$ cat config.mk
export PLATFORM = sky130hd
export DESIGN_NAME = sprite_overlay_engine
export DESIGN_NICKNAME = d
export VERILOG_FILES = /design/src/rtl/sprite_overlay_engine.sv
export SDC_FILE = /design/constraint.sdc
export NUM_CORES = 1
export LEC_CHECK = 0
export CORE_UTILIZATION = 45
export DETAILED_ROUTE_END_ITERATION = 10
export GPL_TIMING_DRIVEN = 0
export MAX_ROUTING_LAYER = met4
export RECOVER_POWER = 50
export SLEW_MARGIN = 20
export SYNTH_ARGS = -nofsm -noshare
export SYNTH_HDL_FRONTEND = slang
export SYNTH_SLANG_ARGS = --single-unit
export TNS_END_PERCENT = 30
$ cat constraint.sdc
create_clock -name clk -period 6.2 [get_ports clk]
set_input_delay 0.62 -clock clk [delete_from_list [all_inputs] [get_ports clk]]
set_output_delay 0.62 -clock clk [all_outputs]
set_load 0.02 [all_outputs]
$ cat src/rtl/sprite_overlay_engine.sv
// Multi-sprite overlay: composites up to NUM_SPRITES colour-keyed sprites from a shared
// synchronous ROM over the background pixel stream, with frame-latched positions and collision flag.
module sprite_overlay_engine #(
  parameter int unsigned NUM_SPRITES = 4,
  parameter int unsigned SPR_W       = 64,
  parameter int unsigned SPR_H       = 64,
  parameter logic [11:0] KEY_COLOR   = 12'hF0F,
  localparam int unsigned IW = (NUM_SPRITES > 1) ? $clog2(NUM_SPRITES) : 1,
  localparam int unsigned AW = $clog2(NUM_SPRITES) + $clog2(SPR_W * SPR_H)
) (
  input  logic          clk,
  input  logic          rst_n,
  input  logic          frame_start,
  input  logic          wr_en,
  input  logic [IW-1:0] wr_idx,
  input  logic [9:0]    wr_x,
  input  logic [9:0]    wr_y,
  input  logic          wr_vis,
  input  logic          de_i,
  input  logic [9:0]    x_i,
  input  logic [9:0]    y_i,
  input  logic [11:0]   bg_i,
  output logic [AW-1:0] rom_addr,
  input  logic [11:0]   rom_data,
  output logic          de_o,
  output logic [3:0]    r_o,
  output logic [3:0]    g_o,
  output logic [3:0]    b_o,
  output logic          collision_o
);

  localparam int unsigned SXW = $clog2(SPR_W);
  localparam int unsigned SYW = $clog2(SPR_H);

  logic [9:0]             sh_x   [NUM_SPRITES];
  logic [9:0]             sh_y   [NUM_SPRITES];
  logic [NUM_SPRITES-1:0] sh_vis;
  logic [9:0]             act_x  [NUM_SPRITES];
  logic [9:0]             act_y  [NUM_SPRITES];
  logic [NUM_SPRITES-1:0] act_vis;

  logic          any_hit;
  logic          multi_hit;
  logic [IW-1:0] win_idx;
  logic [9:0]    win_x;
  logic [9:0]    win_y;
  logic [SXW-1:0] win_dx;
  logic [SYW-1:0] win_dy;

  logic          s1_hit, s1_de;
  logic [11:0]   s1_bg;
  logic          s2_hit, s2_de;
  logic [11:0]   s2_bg;
  logic [11:0]   rgb_c;
  logic [11:0]   rgb_q;
  logic          coll_sticky;

  // Shadow entries take writes; active entries copy the (old) shadow at frame start.
  always_ff @(posedge clk or negedge rst_n) begin
    if (!rst_n) begin
      for (int i = 0; i < NUM_SPRITES; i++) begin
        sh_x[i]  <= '0;
        sh_y[i]  <= '0;
        act_x[i] <= '0;
        act_y[i] <= '0;
      end
      sh_vis  <= '0;
      act_vis <= '0;
    end else begin
      for (int i = 0; i < NUM_SPRITES; i++) begin
        if (wr_en && (wr_idx == IW'(i))) begin
          sh_x[i]   <= wr_x;
          sh_y[i]   <= wr_y;
          sh_vis[i] <= wr_vis;
        end
        if (frame_start) begin
          act_x[i]   <= sh_x[i];
          act_y[i]   <= sh_y[i];
          act_vis[i] <= sh_vis[i];
        end
      end
    end
  end

  // Stage 0 hit test; 11-bit bounds clip sprites that run past column/row 1023.
  always_comb begin
    any_hit   = 1'b0;
    multi_hit = 1'b0;
    win_idx   = '0;
    win_x     = '0;
    win_y     = '0;
    for (int i = NUM_SPRITES - 1; i >= 0; i--) begin
      if (act_vis[i] && de_i &&
          ({1'b0, x_i} >= {1'b0, act_x[i]}) &&
          ({1'b0, x_i} <  ({1'b0, act_x[i]} + 11'(SPR_W))) &&
          ({1'b0, y_i} >= {1'b0, act_y[i]}) &&
          ({1'b0, y_i} <  ({1'b0, act_y[i]} + 11'(SPR_H)))) begin
        if (any_hit) begin
          multi_hit = 1'b1;
        end
        any_hit = 1'b1;
        win_idx = IW'(i);
        win_x   = act_x[i];
        win_y   = act_y[i];
      end
    end
  end

  assign win_dx = SXW'(x_i - win_x);
  assign win_dy = SYW'(y_i - win_y);

  // Stage 1: ROM address issue; address is held when nothing hits.
  always_ff @(posedge clk or negedge rst_n) begin
    if (!rst_n) begin
      rom_addr <= '0;
      s1_hit   <= 1'b0;
      s1_de    <= 1'b0;
      s1_bg    <= '0;
    end else begin
      if (any_hit) begin
        rom_addr <= AW'({win_idx, win_dy, win_dx});
      end
      s1_hit <= any_hit;
      s1_de  <= de_i;
      s1_bg  <= bg_i;
    end
  end

  // Stage 2: align control with the ROM's registered read data.
  always_ff @(posedge clk or negedge rst_n) begin
    if (!rst_n) begin
      s2_hit <= 1'b0;
      s2_de  <= 1'b0;
      s2_bg  <= '0;
    end else begin
      s2_hit <= s1_hit;
      s2_de  <= s1_de;
      s2_bg  <= s1_bg;
    end
  end

  // Keyed winner pixel falls back to background, never to a lower-priority sprite.
  always_comb begin
    rgb_c = '0;
    if (s2_de) begin
      if (s2_hit && (rom_data != KEY_COLOR)) begin
        rgb_c = rom_data;
      end else begin
        rgb_c = s2_bg;
      end
    end
  end

  always_ff @(posedge clk or negedge rst_n) begin
    if (!rst_n) begin
      rgb_q <= '0;
      de_o  <= 1'b0;
    end else begin
      rgb_q <= rgb_c;
      de_o  <= s2_de;
    end
  end

  assign r_o = rgb_q[11:8];
  assign g_o = rgb_q[7:4];
  assign b_o = rgb_q[3:0];

  // Sticky overlap flag, published and cleared at each frame start.
  always_ff @(posedge clk or negedge rst_n) begin
    if (!rst_n) begin
      coll_sticky <= 1'b0;
      collision_o <= 1'b0;
    end else if (frame_start) begin
      collision_o <= coll_sticky | multi_hit;
      coll_sticky <= 1'b0;
    end else begin
      coll_sticky <= coll_sticky | multi_hit;
    end
  end

endmodule

==> impl_summary.log, run 1 <==
INFO  metric synth_area_per_cell = 11.0 um2
INFO  metric synth_seq_cells = 225
INFO  metric post_dp_cell_area = about 14000 um2
INFO  metric synth.yosys.seq_area_share = a little under half
INFO  metric critical-path-top-cell-by-count = a21o_1
INFO  metric timing.critical_path.max_delay_family = compound AO/OA/AOI/OAI gates
INFO  metric die_h = roughly 170 um
INFO  metric ant_nets = 0
INFO  metric rr_startpoint = act_y[36]
INFO  metric slew-limit-headroom = -61.0%
INFO  metric h_tree_lvl_count = 1
INFO  metric fin_crit_sh = 86.3%
INFO  metric chipWidth = 166 um
INFO  metric hold_path_end = s2_bg[8]
INFO  metric detail_route.drc_violations = 14
INFO  metric setup-violations-final = 0
INFO  metric worst_r2r_path_depth = 22
INFO  metric vdd.ir_drop.worst = between 0.00015 and 0.0002 V
INFO  metric critical_path.reg2reg.endpoint = rom_addr[11]
INFO  metric worst-path-max-fanout = 10
INFO  metric postCtsHoldBufs = 0
INFO  metric start_kind = input pin
INFO  metric period_needed = 5.35 ns
INFO  metric core_area = 26200 um2
INFO  metric first_iter_violations = 570
INFO  metric fmax = 0.187 GHz
INFO  metric ctsLongestPathBuffers = 3
INFO  metric vias = 8526
INFO  metric clock_transition_at_the_register_clock_pins_on_the_worst_setup_and_hold_paths_after_cts = 0.06 ns
INFO  metric cellLeakagePower = approximately 0.0066 uW
INFO  metric synth_warnings = 0
INFO  metric timing_worst_setup_path_type = in -> reg
INFO  metric whs_path_depth = 0
INFO  metric antenna_cells = 0
INFO  metric maxCapViolCount = 3
INFO  metric num_ports = 100
INFO  metric pin_count_of_the_biggest_net_entering_global_routing = 95
INFO  metric reg2reg_setup_slack = 1.06 ns
INFO  metric rsz0062_at_grt = false
INFO  metric critPathBufInv = 2
INFO  metric arrival = 5.77 ns
INFO  metric worst-endpoint-required = between 6 and 7 ns
INFO  metric totalWireLength = between 30 and 40 mm
INFO  metric syn-cell-area = 12100 um2
INFO  metric path_cells = clkdlybuf4s50_1, ha_1, a21o_1, a21oi_1, o21ai_1, a2111oi_2, o221ai_1, a211oi_4, buf_4, mux2_1, a21o_1, ha_1, nor2b_1, nor3_1, o21bai_1, a21oi_1, xnor2_1, xnor2_1, a211o_1, a21o_1
INFO  metric failing_checks = design-rule violations, max-capacitance violations, max-slew violations
INFO  metric worstHoldPathType = reg -> reg
INFO  metric synth_edf_count = 0
INFO  metric dp_hpwl = 22.7 mm
INFO  metric start_util = 46.1%
INFO  metric finalHoldViolations = 0
INFO  metric cpMaxStageDelayCell = clkdlybuf4s50_1
INFO  metric grt_pass1_wl = 48.6 mm
INFO  metric timing.final.max_slew_violations = 230
INFO  metric result_of_the_run = finished with violations
INFO  metric route.detailed.wl_per_inst = 19.4 um
INFO  metric cts_tree = yes
INFO  metric post-cts-setup-buffer-count = 0
INFO  metric gr-usage-met1 = 33.8%
INFO  metric grt_util_met3 = 2.74%
INFO  metric post_cts.resized_instances = 0
INFO  metric root_buffer = clkbuf_16
INFO  metric cp-end-kind = flip-flop
INFO  metric num_rows = about 60
INFO  metric power_per_cell_area = about 340 nW/um2
INFO  metric number_of_global_route_vias_before_repair = 8491
INFO  metric tritoncts_buffers = 26
INFO  metric overflow = 0
INFO  metric finish.net_count = 1430
INFO  metric synthFlopType = dfrtp_1
INFO  metric worst_setup_skew_after_layout = 0.00884 ns
INFO  metric drive_above_1_share = a little over an eighth
INFO  metric antenna_found_initial = 0
INFO  metric worstMarginPinSlew = 2.42 ns
INFO  metric cells_after_synthesis = 1097
INFO  metric number_of_distinct_library_cells_after_synthesis = 69
INFO  metric async_reset_ff_share = 100%
INFO  metric worstSkewPairLatency = 0.53 ns
INFO  metric cts.sinks = between 200 and 250
INFO  metric grt_use_met2 = 35.8%
INFO  metric drt-pass1-iter-count = 8
INFO  metric grt_busiest_layer = met2
INFO  metric syn_nets = ~1300
INFO  metric gp_routability_congestion = 0.841
INFO  metric max_stage_delay_on_crit_path = 0.66 ns
INFO  metric vias_per_cell = 5.40
INFO  metric stdcell_area = 14400 um2
INFO  metric grt_util_all_layers = 23.5%
INFO  metric fp.dieArea = around 28000 um2
INFO  metric port_buffers = 99
INFO  metric setup_tns = 0 ns
INFO  metric start_point_of_the_worst_min_delay_path = s1_bg[8]
INFO  metric layout-area-overhead-vs-synth = 19.3%
-- power by group --
part | total, uW | leakage, uW | internal, uW | switching [uW]
clock network | 1650 | 0.000447 | 1020 | 629
logic | 1330 | 0.00344 | 644 | 689
registers | 1910 | 0.00272 | 1740 | 170
total | 4890 | 0.00660 | 3400 | 1490
-- registers in the layout (all words and copies together) (netlist names), 12 cells and up --
| register | cells |
|---|---|
| s1_bg | 12 |
| rom_addr | 14 |
| act_x | 40 |
| act_y | 40 |
| sh_y | 40 |
| s2_bg | 12 |
| sh_x | 40 |
| rgb_q | 12 |
-- cell usage in the layout, fill, tap and decap left out, types with 10 or more instances in the layout --
master / n
dfrtp_1: 225
mux2i_1: 13
o21ai_0: 89
clkdlybuf4s50_1: 86
a21oi_1: 48
nand3_1: 24
nand2_1: 99
xnor2_1: 28
inv_1: 95
o22ai_1: 12
clkbuf_1: 27
nor2_1: 16
a21o_1: 23
nor2b_1: 19
clkbuf_16: 27
nand2b_1: 14
dlygate4sd3_1: 12
mux2_2: 97
nor3_1: 10
ha_1: 130
-- cells in the mapped netlist (all sizes together) (11+ instances only) --
cell type	number	area, um2
a21o	23	173
a21oi	48	240
buf	13	72.6
clkbuf	23	86.3
dfrtp	225	5630
ha	130	1630
inv	95	357
mux2	112	1290
mux2i	13	130
nand2	100	392
nand2b	14	87.6
nand3	24	120
nor2	16	60.1
nor2b	19	119
nor3	11	60.1
o21ai	93	469
o22ai	12	75.1
xnor2	28	245
-- routing by layer --
layer,up-vias,wire [um]
li1,4128,-
met2,178,13500
met5,-,0
met4,0,496
met3,36,1370
met1,4184,15200
-- metrics by stage --
stage	util, %	total power, uW	cells	setup slack (ns)	hold WS [ns]
detailed placement	51.7	3280	1533	0.333	0.335
global placement	51.5	3240	1531	-5.26	0.331
CTS	55.3	4930	1580	0.868	0.00211
finish	55.1	4890	1580	0.849	0.348
floorplan	-	2780	1097	1.70	0.324
global route	55.1	5170	1580	0.535	0.348
-- worst register-to-register path, delay by kind of cell, from the launching register on --
family	cells	cell delay, ns
adders and majority gates	3	0.85
and+or+nand+nor	4	0.90
DFF	1	0.42
buffers and inverters	3	0.50
AOI/OAI and AO/OA	10	1.80
xor gates and xnor gates	2	0.56
-- logic make-up after synthesis --
kind of cell               Yosys count  synth area share [%]
and+or+nand+nor                    218                  9.12
buffers and inverters              131                  4.26
DFF                                225                  46.6
xor gates and xnor gates            32                  2.32
muxes                              125                  11.7
AOI/OAI and AO/OA                  234                  12.2
adders and majority gates          132                  13.8
-- layout make-up --
type / instances / area (um2)
Clock inverter: 16 / 224
Sequential cell: 225 / 5630
Multi-Input combinational cell: 741 / 5950
Tap cell: 335 / 419
Fill cell: 2295 / 11800
Timing Repair Buffer: 101 / 995
Inverter: 95 / 357
Clock buffer: 31 / 701
Buffer: 36 / 159
-- how the worst max path moves through the flow --
| stage | from | depth (start not counted) | slack [ns] | endpoint |
|---|---|---|---|---|
| after floorplan | y_i[3] | 19 | 1.70 | rom_addr[5] |
| after global placement | rst_n | 1 | -5.26 | sh_x[23] |
| after detailed placement | y_i[3] | 20 | 0.33 | rom_addr[5] |
| after CTS | y_i[3] | 20 | 0.87 | rom_addr[5] |
| after global routing | y_i[6] | 21 | 0.53 | rom_addr[11] |
| final | y_i[3] | 20 | 0.85 | rom_addr[5] |
Power figures use the tool's default switching activity.
==> inputs of run 2 (changes only) <==
==> constraint.sdc (replaced) <==
create_clock -name clk -period 5.88 [get_ports clk]
set_input_delay 0.588 -clock clk [delete_from_list [all_inputs] [get_ports clk]]
set_output_delay 0.588 -clock clk [all_outputs]
set_load 0.02 [all_outputs]
==> impl_summary.log, run 2 (synthesis results as in run 1) <==
INFO  metric result_of_the_run = finished with violations
INFO  metric failing_checks = design-rule violations, max-capacitance violations, max-slew violations
INFO  metric vdd.ir_drop.worst = 0.000176 V (+5.1%)
INFO  metric overflow = 0 (unchanged)
INFO  metric whs_path_depth = 0 (unchanged)
INFO  metric seq_power_share = 39.1% (about the same)
INFO  metric critical_path.reg2reg.endpoint = rom_addr[11]
INFO  metric vias_per_cell = 5.40 (+0.12%)
INFO  metric p_int = 3590 uW (+5.5%)
INFO  metric start_util = 46.1% (unchanged)
INFO  metric layout-area-overhead-vs-synth = 19.4% (about the same)
INFO  metric die_h = 166 um (unchanged)
INFO  metric final.hold.worst_slack = 0.347 ns (-0.000983 ns)
INFO  metric maxCapViolCount = 3 (unchanged)
INFO  metric num_rows = 59 (unchanged)
INFO  metric start_kind = input pin
INFO  metric layout_commonest_cell = dfrtp_1
INFO  metric fp.dieArea = 27500 um2 (unchanged)
INFO  metric h_tree_lvl_count = 1 (unchanged)
INFO  metric pin_count_of_the_biggest_net_entering_global_routing = 95 (unchanged)
INFO  metric clock_power_share = 33.6% (about the same)
INFO  metric root_buffer = clkbuf_16
INFO  metric totalWireLength = 30.7 mm (+0.28%)
INFO  metric cts.sinks = 225 (unchanged)
INFO  metric timing.final.max_slew_violations = 230 (unchanged)
INFO  metric period_needed = 5.29 ns
INFO  metric finish.net_count = 1431 (+0.070%)
INFO  metric mostFrequentLayoutCells = 225 x dfrtp_1, 130 x ha_1, 99 x nand2_1
INFO  metric grt_pass1_wl = 48.6 mm (unchanged)
INFO  metric worstMarginPinSlew = 2.44 ns (+0.0211 ns)
INFO  metric num_ports = 100 (unchanged)
INFO  metric finalHoldViolations = 0 (unchanged)
INFO  metric worstHoldPathType = reg -> reg
INFO  metric start_point_of_the_worst_min_delay_path = s1_bg[4]
INFO  metric dp_hpwl = 22.7 mm (unchanged)
INFO  metric clock_transition_at_the_register_clock_pins_on_the_worst_setup_and_hold_paths_after_cts = 0.06 ns (about the same)
INFO  metric chipWidth = 166 um (unchanged)
INFO  metric worst_r2r_path_depth = 22 (unchanged)
INFO  metric post_dp_cell_area = 13600 um2 (unchanged)
INFO  metric antenna_found_initial = 0 (unchanged)
INFO  metric antenna_cells = 0 (unchanged)
INFO  metric detail_route.drc_violations = 14 (unchanged)
INFO  metric cellLeakagePower = 0.00661 uW (about the same)
INFO  metric drive_above_1_share = 13.4% (about the same)
INFO  metric stdcell_area = 14400 um2 (about the same)
INFO  metric worst-path-max-fanout = 10 (unchanged)
INFO  metric switchingPower = 1570 uW (+5.5%)
INFO  metric num-fill-cells = 2294 (-0.044%)
INFO  metric grt_util_all_layers = 23.5% (unchanged)
INFO  metric number_of_global_route_vias_before_repair = 8491 (unchanged)
INFO  metric core_area = 26200 um2 (unchanged)
INFO  metric power_per_cell_area = 357 nW/um2 (+5.4%)
INFO  metric cp-end-kind = flip-flop
INFO  metric vias = 8542 (+0.19%)
INFO  metric rr_startpoint = act_y[36]
INFO  metric rsz0062_at_grt = false
INFO  metric tritoncts_buffers = 26 (unchanged)
INFO  metric share_comb_of_total_power = 27.3% (about the same)
INFO  metric worst_setup_skew_after_layout = 0.00929 ns (+0.000453 ns)
INFO  metric power.switching_fraction = 30.4% (about the same)
INFO  metric cts_tree = yes
INFO  metric gp_routability_congestion = 0.841 (unchanged)
INFO  metric arrival = 5.71 ns (-0.06 ns)
INFO  metric setup-violations-final = 0 (unchanged)
INFO  metric route.detailed.wl_per_inst = 19.4 um (+0.21%)
INFO  metric first_iter_violations = 594 (+4.2%)
INFO  metric worstSkewPairLatency = 0.53 ns (about the same)
INFO  metric worst-endpoint-required = 6.30 ns (-0.32 ns)
INFO  metric fin_crit_sh = 90.0%
INFO  metric reg2reg_setup_slack = 0.71 ns (-0.35 ns)
INFO  metric slew-limit-headroom = -62.4% (-1.4 points)
INFO  metric fmax = 0.189 GHz
INFO  metric ant_nets = 0 (unchanged)
INFO  metric worstSetupStartpoint = y_i[3]
INFO  metric drt-pass1-iter-count = 8 (unchanged)
INFO  metric timing_worst_setup_path_type = in -> reg
INFO  metric ctsLongestPathBuffers = 3 (unchanged)
INFO  metric port_buffers = 99 (unchanged)
INFO  metric hold_path_end = s2_bg[4]
[run 2: area by class of cell]
class / count / area [um2] / area share, %
plain buffers: 36 / 159 / 1.10
clock buffers: 31 / 701 / 4.85
clock inverters: 16 / 224 / 1.55
inverters: 95 / 357 / 2.47
multi-input cells: 741 / 5950 / 41.2
flip-flops and latches: 225 / 5630 / 39.0
well taps: 335 / 419 / 2.90
repair buffers: 102 / 1000 / 6.96
[run 2: critical path: stages]
cell and delay (ns):
clkdlybuf4s50_1 0.64, ha_1 0.30, a21o_1 0.16, a21oi_1 0.17
o21ai_1 0.17, a2111oi_2 0.45, o221ai_1 0.22, a211oi_4 0.31
buf_4 0.27, mux2_1 0.36, a21o_1 0.23, ha_1 0.27
nor2b_1 0.17, nor3_1 0.06, o21bai_1 0.16, a21oi_1 0.11
xnor2_1 0.47, xnor2_1 0.12, a211o_1 0.31, a21o_1 0.15
[run 2: power groups by stage]
stage	logic, uW	registers (uW)	clock network (uW)
global route	1570	2050	1830
finish	1410	2020	1730
floorplan	876	2050	0
global placement	1380	2040	0
detailed placement	1410	2040	0
CTS	1420	2020	1760
[run 2: worst max path at each step]
stage	to	cells past startpoint
floorplan	rom_addr[5]	19
global placement	sh_x[23]	1
detailed placement	rom_addr[5]	20
CTS	rom_addr[5]	20
global route	rom_addr[11]	21
finish	rom_addr[5]	20
[run 2: through the flow]
stage	util [%]	power [uW]	cells	TNS [ns]	setup WS, ns
2_1_floorplan	-	2930	1097	0	1.41
3_3_place_gp	51.5	3420	1531	-1245.35	-5.55
3_5_place_dp	51.7	3450	1533	0	0.0454
4_1_cts	55.3	5200	1581	0	0.580
5_1_grt	55.1	5460	1581	0	0.247
6_report	55.1	5160	1581	0	0.589
[run 2: layer usage]
layer / vias to the layer above / GRT usage (%) / part of all wire, %
met5: - / - / 0
met4: 0 / 4.71 / 1.7
met3: 39 / 2.74 / 4.7
met2: 184 / 35.8 / 44
met1: 4183 / 33.8 / 49
li1: 4136 / - / -
[run 2: what timing repair did]
action / CTS / global route
hold endpoints to repair: 42 / 0
resized for setup: 0 / 0
buffers inserted: 0 / 0
hold buffers: 1 / 0
==> inputs of run 3 (changes only) <==
--- a/config.mk
+++ b/config.mk
@@ -5,10 +5,12 @@
 export SDC_FILE = /design/constraint.sdc
 export NUM_CORES = 1
 export LEC_CHECK = 0
+export CORE_MARGIN = 3
 export CORE_UTILIZATION = 45
 export DETAILED_ROUTE_END_ITERATION = 10
 export GPL_TIMING_DRIVEN = 0
 export MAX_ROUTING_LAYER = met4
+export PLACE_DENSITY_LB_ADDON = 0.05
 export RECOVER_POWER = 50
 export SLEW_MARGIN = 20
 export SYNTH_ARGS = -nofsm -noshare
==> impl_summary.log, run 3 (synthesis results as in run 1) <==
INFO  metric die_h = 170 um (+2.4%)
INFO  metric number_of_global_route_vias_before_repair = 8370 (-1.4%)
INFO  metric overflow = 0 (unchanged)
INFO  metric rr_startpoint = act_y[36]
INFO  metric antenna_cells = 0 (unchanged)
INFO  metric cp-end-kind = flip-flop
INFO  metric rsz0062_at_grt = false
INFO  metric grt_util_all_layers = 22.3% (-1.2 points)
INFO  metric timing_worst_setup_path_type = in -> reg
INFO  metric h_tree_lvl_count = 1 (unchanged)
INFO  metric fmax = 0.187 GHz (-1.1%)
INFO  metric num-fill-cells = 2303 (+0.39%)
INFO  metric cpMaxStageDelayCell = clkdlybuf4s50_1
INFO  metric period_needed = 5.35 ns (+0.0606 ns)
INFO  metric worstMarginPinSlew = 4.24 ns (+1.80 ns)
INFO  metric worst_setup_skew_after_layout = 0.0202 ns (+0.0109 ns)
INFO  metric slew-limit-headroom = -183% (-120 points)
INFO  metric grt_pass1_wl = 48.6 mm (about the same)
INFO  metric maxCapViolCount = 1 (-2)
INFO  metric route.detailed.wl_per_inst = 19.6 um (+0.77%)
INFO  metric tritoncts_buffers = 26 (unchanged)
INFO  metric setup-violations-final = 0 (unchanged)
INFO  metric num_rows = 59 (unchanged)
INFO  metric worstHoldPathType = reg -> reg
INFO  metric final.hold.worst_slack = 0.345 ns (-0.00174 ns)
INFO  metric switchingPower = 1590 uW (+1.1%)
INFO  metric vias = 8537 (-0.059%)
INFO  metric ctsLongestPathBuffers = 3 (unchanged)
INFO  metric arrival = 5.78 ns (+0.07 ns)
INFO  metric worst-endpoint-required = 6.31 ns (about the same)
INFO  metric num_ports = 100 (unchanged)
INFO  metric whs_path_depth = 0 (unchanged)
INFO  metric worst-path-max-fanout = 10 (unchanged)
INFO  metric power.switching_fraction = 31.2% (+0.75 points)
INFO  metric finish.net_count = 1430 (-0.070%)
INFO  metric chipWidth = 170 um (+2.4%)
INFO  metric post-cts-setup-buffer-count = 0 (unchanged)
INFO  metric worstSetupStartpoint = y_i[3]
INFO  metric pin_count_of_the_biggest_net_entering_global_routing = 79 (-17%)
INFO  metric vias_per_cell = 5.40 (about the same)
INFO  metric detail_route.drc_violations = 0 (-14)
INFO  metric postCtsHoldBufs = 0 (-1)
INFO  metric post_cts.resized_instances = 0 (unchanged)
INFO  metric start_kind = input pin
INFO  metric endpoint = rom_addr[5]
INFO  metric fp.dieArea = 28900 um2 (+4.9%)
INFO  metric critical-path-top-cell-by-count = a21o_1
INFO  metric core_area = 26200 um2 (unchanged)
INFO  metric ant_nets = 0 (unchanged)
INFO  metric totalWireLength = 30.9 mm (+0.77%)
INFO  metric post-route-util = 55.1% (about the same)
INFO  metric clock_power_share = 32.7% (-0.9 points)
INFO  metric layout_commonest_cell = dfrtp_1
INFO  metric share_comb_of_total_power = 27.7% (+0.4 points)
INFO  metric root_buffer = clkbuf_16
INFO  metric timing.final.max_slew_violations = 70 (-70%)
INFO  metric failing_checks = max-capacitance violations, max-slew violations
INFO  metric power_per_cell_area = 352 nW/um2 (-1.4%)
INFO  metric drive_above_1_share = 13.6% (+0.16 points)
INFO  metric vdd.ir_drop.worst = 0.000211 V (+20%)
INFO  metric critPathBufInv = 2 (unchanged)
INFO  metric dp_hpwl = 22.9 mm (+1.2%)
INFO  metric path_cells = clkdlybuf4s50_1, ha_1, a21o_1, a21oi_1, o21ai_1, a2111oi_2, o221ai_1, a211oi_4, buf_4, mux2_1, a21o_1, ha_1, nor2b_1, nor3_1, o21bai_1, a21oi_1, xnor2_1, xnor2_1, a211o_1, a21o_1
INFO  metric port_buffers = 99 (unchanged)
INFO  metric timing.critical_path.max_delay_family = compound AO/OA/AOI/OAI gates
INFO  metric cellLeakagePower = 0.00660 uW (-0.11%)
INFO  metric cts_tree = yes
INFO  metric result_of_the_run = finished with violations
INFO  metric count_of_cell_instances_traversed_by_the_critical_path = 20 (unchanged)
INFO  metric reg2reg_setup_slack = 0.68 ns (-0.03 ns)
INFO  metric critical_path.reg2reg.endpoint = rom_addr[5]
INFO  metric start_util = 46.1% (unchanged)
INFO  metric finalHoldViolations = 0 (unchanged)
INFO  metric worstSkewPairLatency = 0.54 ns (about the same)
INFO  metric gp_routability_congestion = 0.860 (+2.3%)
INFO  metric cts.sinks = 225 (unchanged)
INFO  metric p_int = 3500 uW (-2.4%)
INFO  metric seq_power_share = 39.6% (+0.5 points)
INFO  metric first_iter_violations = 505 (-15%)
INFO  metric fin_crit_sh = 91.0% (+1.0 points)
INFO  metric max_stage_delay_on_crit_path = 0.64 ns (about the same)
INFO  metric worst_r2r_path_depth = 21 (-4.5%)
INFO  metric layout-area-overhead-vs-synth = 19.5% (about the same)
INFO  metric antenna_found_initial = 0 (unchanged)
INFO  metric clock_transition_at_the_register_clock_pins_on_the_worst_setup_and_hold_paths_after_cts = 0.06 ns (about the same)
INFO  metric drt-pass1-iter-count = 5 (-3)
INFO  metric mostFrequentLayoutCells = 225 x dfrtp_1, 130 x ha_1, 99 x nand2_1
## run 3: cell type report
type | instances | area (um2) | share of cell area, %
Buffer | 36 | 159 | 1.10
Clock buffer | 34 | 741 | 5.13
Clock inverter | 14 | 155 | 1.07
Inverter | 95 | 357 | 2.47
Multi-Input combinational cell | 741 | 5950 | 41.2
Sequential cell | 225 | 5630 | 39.0
Tap cell | 335 | 419 | 2.90
Timing Repair Buffer | 101 | 1040 | 7.20
## run 3: worst register-to-register path, stage by stage, from the launching register on
cell	delay (ns)
dfrtp_1	0.42
ha_1	0.30
inv_1	0.04
ha_1	0.28
o21ai_1	0.14
a21oi_1	0.08
o41ai_2	0.27
a21oi_1	0.15
or4_1	0.59
buf_6	0.18
and2_1	0.16
clkbuf_1	0.32
a21o_1	0.30
ha_1	0.27
nor2b_1	0.16
nor3_1	0.07
o21bai_1	0.15
a21oi_1	0.12
xnor2_1	0.49
xnor2_1	0.16
a211o_1	0.31
a21o_1	0.15
## run 3: power groups by stage
stage / logic [uW] / registers, uW / clock network [uW]
detailed placement: 1410 / 2040 / 0
CTS: 1420 / 2010 / 1700
global placement: 1380 / 2040 / 0
global route: 1580 / 2050 / 1760
finish: 1410 / 2010 / 1660
floorplan: 876 / 2050 / 0
## run 3: worst min path at each step
| stage | startpoint | slack, ns | end |
|---|---|---|---|
| 2_1_floorplan | rst_n | 0.29 | act_vis[0] |
| 3_3_place_gp | s1_de | 0.33 | s2_de |
| 3_5_place_dp | s1_bg[11] | 0.33 | s2_bg[11] |
| 4_1_cts | rst_n | 0.02 | sh_y[33] |
| 5_1_grt | s1_bg[9] | 0.36 | s2_bg[9] |
| 6_report | s1_bg[11] | 0.35 | s2_bg[11] |
## run 3: stage by stage
| stage | power, uW | setup slack (ns) | cell area (um2) | instances | TNS, ns |
|---|---|---|---|---|---|
| finish | 5090 | 0.529 | 14400 | 1581 | 0 |
| global route | 5400 | 0.326 | 14400 | 1581 | 0 |
| CTS | 5140 | 0.588 | 14500 | 1581 | 0 |
| detailed placement | 3450 | 0.0178 | 13600 | 1533 | 0 |
| global placement | 3420 | -5.56 | 13500 | 1531 | -1244.92 |
| floorplan | 2930 | 1.41 | 12100 | 1097 | 0 |
## run 3: per-layer routing
layer	track usage (%)	vias to the layer above	part of all wire (%)	wire length, um
li1	-	4131	-	-
met1	32.9	4147	50	15400
met2	33.1	212	44	13500
met3	2.81	47	4.6	1410
met4	4.87	0	2.0	612
met5	-	-	0	0
